**src/rtl/spi_slave_if.sv**
```systemverilog
// spi_slave_if: SPI pin and local byte-exchange signals between master side and slave
interface spi_slave_if;
    logic       select;
    logic       mclk;
    logic       mosi;
    logic       miso;
    logic [7:0] din;
    logic [7:0] dout;
    logic       request;
    modport master (output select, mclk, mosi, din, input miso, dout, request);
    modport slave  (input select, mclk, mosi, din, output miso, dout, request);
endinterface

```
**src/rtl/spi_slave.sv**
```systemverilog
// spi_slave: oversampled SPI mode 3 slave, MSB first, 8-bit frames, one-cycle request strobe
module spi_slave (
    input  logic        clk,
    input  logic        rst_n,
    spi_slave_if.slave  bus
);
    logic [2:0] sel_s, mclk_s;
    logic [1:0] mosi_s;
    logic [2:0] cnt;
    logic [7:0] rx, tx, dout;
    logic       request, load;
    logic       sel, sel_rise, rise, fall;
    always_comb begin
        sel      = sel_s[1];
        sel_rise = sel_s[1] & ~sel_s[2];
        rise     = sel & mclk_s[1] & ~mclk_s[2];
        fall     = sel & ~mclk_s[1] & mclk_s[2];
    end
    always_ff @(posedge clk or negedge rst_n) begin
        if (!rst_n) begin
            sel_s   <= 3'b000;
            mclk_s  <= 3'b111;
            mosi_s  <= 2'b00;
            cnt     <= 3'd0;
            rx      <= 8'h00;
            tx      <= 8'h00;
            dout    <= 8'h00;
            request <= 1'b0;
            load    <= 1'b0;
        end else begin
            sel_s   <= {sel_s[1:0], bus.select};
            mclk_s  <= {mclk_s[1:0], bus.mclk};
            mosi_s  <= {mosi_s[0], bus.mosi};
            load    <= request;
            request <= sel_rise | (rise & (cnt == 3'd7));
            cnt     <= (!sel || sel_rise) ? 3'd0 : rise ? cnt + 3'd1 : cnt;
            if (rise)
                rx <= {rx[6:0], mosi_s[1]};
            if (rise && cnt == 3'd7)
                dout <= {rx[6:0], mosi_s[1]};
            // a fall with cnt==0 leaves the freshly loaded MSB on miso
            if (load)
                tx <= bus.din;
            else if (fall && cnt != 3'd0)
                tx <= {tx[6:0], 1'b0};
        end
    end
    assign bus.miso    = sel & tx[7];
    assign bus.dout    = dout;
    assign bus.request = request;
endmodule

```
**src/flat_wrapper.sv**
```systemverilog
// flat-port wrapper written by rule: the top's interface ports become plain ports
module spi_slave_flat 
  (clk, rst_n, bus_select, bus_mclk, bus_mosi, bus_din, bus_miso, bus_dout, bus_request);
  spi_slave_if bus_i ();
  input  logic clk;
  input  logic rst_n;
  input wire logic [$bits(bus_i.select)-1:0] bus_select;
  input wire logic [$bits(bus_i.mclk)-1:0] bus_mclk;
  input wire logic [$bits(bus_i.mosi)-1:0] bus_mosi;
  input wire logic [$bits(bus_i.din)-1:0] bus_din;
  output wire logic [$bits(bus_i.miso)-1:0] bus_miso;
  output wire logic [$bits(bus_i.dout)-1:0] bus_dout;
  output wire logic [$bits(bus_i.request)-1:0] bus_request;
  assign bus_i.select = bus_select;
  assign bus_i.mclk = bus_mclk;
  assign bus_i.mosi = bus_mosi;
  assign bus_i.din = bus_din;
  assign bus_miso = bus_i.miso;
  assign bus_dout = bus_i.dout;
  assign bus_request = bus_i.request;
  spi_slave u_core (.clk(clk), .rst_n(rst_n), .bus(bus_i));
endmodule
```
**config.mk**
```make
export PLATFORM = sky130hd
export DESIGN_NAME = spi_slave_flat
export DESIGN_NICKNAME = d
export VERILOG_FILES = /design/src/rtl/spi_slave_if.sv /design/src/rtl/spi_slave.sv /design/src/flat_wrapper.sv
export SDC_FILE = /design/constraint.sdc
export NUM_CORES = 1
export LEC_CHECK = 0
export CAP_MARGIN = 20
export CORE_MARGIN = 1
export CORE_UTILIZATION = 42
export CTS_CLUSTER_SIZE = 14
export DETAILED_ROUTE_END_ITERATION = 6
export GPL_TIMING_DRIVEN = 0
export PLACE_DENSITY = 0.67
export SETUP_SLACK_MARGIN = 0.15
export SKIP_CTS_REPAIR_TIMING = 1
export SYNTH_ARGS = -nofsm -noshare
export SYNTH_HDL_FRONTEND = slang
export SYNTH_SLANG_ARGS = --single-unit
```
**constraint.sdc**
```tcl
create_clock -name clk -period 1.5 [get_ports clk]
set_input_delay 0.3 -clock clk [delete_from_list [all_inputs] [get_ports clk]]
set_output_delay 0.3 -clock clk [all_outputs]
set_load 0.005 [all_outputs]
```
==> results by group <==
Status
  • Status: finished, final reports clean

Placement
  • IO buf count: 22
  • Placed wire-length estimate: 1660 µm
  • Routability congestion estimate: 0.777
  • Placed cells: 180
  • Placed Area: 1780 µm²

Routing
  • Top Layer Used: met4
  • DRC: 0
  • Drt wl/cell: 14.9 µm
  • Met3 Wirelength: 110 µm
  • Final wirelength: 2920 µm
  • Via density per instance: 5.22
  • Drt pass-1 iters: 4
  • Via count: 1024
  • Initial DRC Count: 41
  • Post-DRT Antenna Nets: 0
  • Met1 WL: 1330 µm
  • Met2 WL: 1440 µm

Synth
  • Synth Area in Compound Gates: 11.1%
  • Ys Warns: 0
  • Yosys top cell area share: 55.2%
  • Count leader, synth: dfrtp_1
  • Synth Register Bits: 36
  • Seq/Total Area, Yosys: 60.5%
  • Synth cell types: 23
  • Post-Synth Simple-Gate Area: 8.78%
  • Main combinational cell family by area after synthesis: multiplexers
  • Yosys top cell by area: dfrtp_1
  • Syn Area/Cell: 13.4 µm²
  • Mapped Cells: 112
  • Adder-cell share of the synthesized area: 2.51%
  • Synth Flop Type: dfrtp_1
  • Area of the mapped netlist: 1500 µm²
  • Syn nets: 128
  • Multiplexer share of the synthesized area: 12.6%
  • Most frequent cells after synthesis: dfrtp_1 (33), mux2_2 (15), nor2b_1 (9), o31ai_1 (8)
  • Post-Synth XOR/XNOR Area: 0.585%
  • Post-synth ARST share: 100%
  • Synth area leaders: dfrtp_1 (55%), mux2_2 (11%), dfstp_2 (5.3%)
  • Post-synth EDFFs: 0

Clock network
  • Total CTS buffers: 5
  • CTS Sinks: 36
  • H-tree depth: 2
  • Max Buffers Root-to-Sink: 2
  • CTS root buffer: clkbuf_4
  • Worst-skew pair later-pin latency: 0.34 ns
  • CTS tree: built
  • Worst-path clk slew: 0.11 ns

Worst setup path
  • Critical path capture point type: flop
  • Critical path required time: 1.73 ns
  • Crit-path cells: buf_8, clkinvlp_4, o31ai_4, a21oi_2
  • Startpoint Class: flop
  • CP peak stage delay: 0.55 ns
  • CP Max Fanout: 8
  • CP Class: flop to flop
  • Data arrival, critical path: 1.66 ns
  • Worst Reg-to-Reg Cells: 4
  • Slowest CP cell: dfstp_2

Hold path
  • HP Class: input pin to async pin

Floorplan
  • Core area: 3360 µm²
  • Ports: 23
  • Initial core utilization: 44.5%
  • Die H: 61.7 µm
  • Die ar.: 3810 µm²
  • Row count: 21
  • Die width: 61.7 µm

Cells and area
  • Fin cells: 196
  • Layout filler cell count: 286
  • Fin area: 2150 µm²
  • Antenna Diode Count: 0
  • Nets@finish: 165
  • Area growth syn-to-layout: 44.0%
  • Core Util, Final: 64.1%
  • Ratio of cells with drive above 1 in the final layout: 43.3%

STA
  • Max Slew Vio Count: 0
  • Clock Skew: 0.00464 ns
  • Final setup violating endpoints: 0
  • Unrepaired setup endpoints after global routing: true
  • Hold_ws: 0.0265 ns
  • Min Tclk post-route: 1.43 ns
  • Slew @ Worst Pin: 0.787 ns
  • Period utilization: 95.1%
  • Fmax: 701 MHz
  • Max-slew headroom: 47.5%
  • Final Hold Viols: 0

Global route
  • Largest net degree at the start of global routing: 37
  • All-Layer GR Usage: 15.2%
  • Overflow after GRT: 0
  • Initial antenna violation count: 0
  • Vias in the first global route: 930
  • First-pass GRT wire length: 4100 µm

Power
  • P per Cell Area: 951 nW/µm²
  • Leakage power: 0.00108 µW
  • Max IR drop VDD: 0.711 mV

Run
  • Max-cap violations: 0
sequential cells by signal (all words and copies together) (netlist names):
| name | flops |
|---|---|
| u_core.bus.request | 1 |
| u_core.sel_s | 3 |
| u_core.load | 1 |
| u_core.tx | 8 |
| u_core.bus.dout | 8 |
| u_core.cnt | 3 |
| u_core.mclk_s | 3 |
| u_core.mosi_s | 2 |
| u_core.rx | 7 |
critical path: cells and delay by family, from the launching register on:
kind	cells	cell delay, ns
DFF	1	0.55
AOI/OAI and AO/OA	2	0.41
buffers and inverters	2	0.37
worst paths after layout:
| path | from | to | slack, ns |
|---|---|---|---|
| max | u_core.mclk_s[2] | u_core.tx[2] | 0.07 |
| min | rst_n | u_core.bus.dout[4] | 0.03 |
| max reg2reg | u_core.mclk_s[2] | u_core.tx[2] | 0.07 |
| min reg2reg | u_core.mosi_s[0] | u_core.mosi_s[1] | 0.36 |
| max in group asynchronous | rst_n | u_core.tx[7] | 0.98 |
| min in group clk | u_core.mosi_s[0] | u_core.mosi_s[1] | 0.36 |
metal layers:
layer | vias up | GRT usage, %
li1 | 476 | -
met1 | 525 | 18.7
met2 | 18 | 24.7
met3 | 5 | 4.97
met4 | 0 | 6.67
met5 | - | 0
logic make-up (layout without fill, tap and decap cells):
family                     after synthesis  after routing
adders and majority gates                3              3
buffers and inverters                   11             48
DFF                                     36             36
and+or+nand+nor                         20             21
muxes                                   17             17
AOI/OAI and AO/OA                       24             24
xor gates and xnor gates                 1              1
cell usage in the layout, fill, tap and decap left out, types with 2 or more instances in the layout:
| cell | instances |
|---|---|
| inv_1 | 3 |
| a41oi_2 | 4 |
| buf_6 | 3 |
| ha_4 | 2 |
| a41oi_1 | 3 |
| a21oi_1 | 5 |
| buf_4 | 6 |
| o31ai_2 | 5 |
| o31ai_4 | 3 |
| nand3_4 | 2 |
| nor2b_4 | 2 |
| nand2_1 | 2 |
| a21oi_2 | 2 |
| nor2_1 | 3 |
| clkinv_2 | 2 |
| dfrtp_1 | 33 |
| clkbuf_2 | 2 |
| mux2_4 | 15 |
| mux2i_1 | 2 |
| nor2b_1 | 8 |
| dfstp_2 | 3 |
| buf_2 | 2 |
| buf_8 | 2 |
| clkbuf_4 | 5 |
| dlymetal6s2s_1 | 9 |
| clkdlybuf4s50_1 | 11 |
layout make-up:
type / count / area [µm²] / share of cell area [%]
flip-flops and latches: 36 / 905 / 42.0
multi-input cells: 66 / 762 / 35.4
repair buffers: 29 / 289 / 13.4
plain buffers: 7 / 66.3 / 3.08
well taps: 46 / 57.6 / 2.67
clock buffers: 5 / 37.5 / 1.74
clock inverters: 3 / 18.8 / 0.871
inverters: 4 / 18.8 / 0.871
report_power, final:
part           internal (µW)  switching (µW)
sequential              1090            96.7
clock                    180             324
combinational            222             133
total                   1500             554
stage by stage:
stage                     setup WS, ns  power (µW)  TNS (ns)
after floorplan                  0.160        1320         0
after global placement          -0.622        1410    -21.39
after detailed placement        0.0208        1430         0
after CTS                       -0.375        1940    -0.508
after global routing          -0.00124        2160  -0.00124
final                           0.0734        2050         0
(Power assumes the default switching activity.)
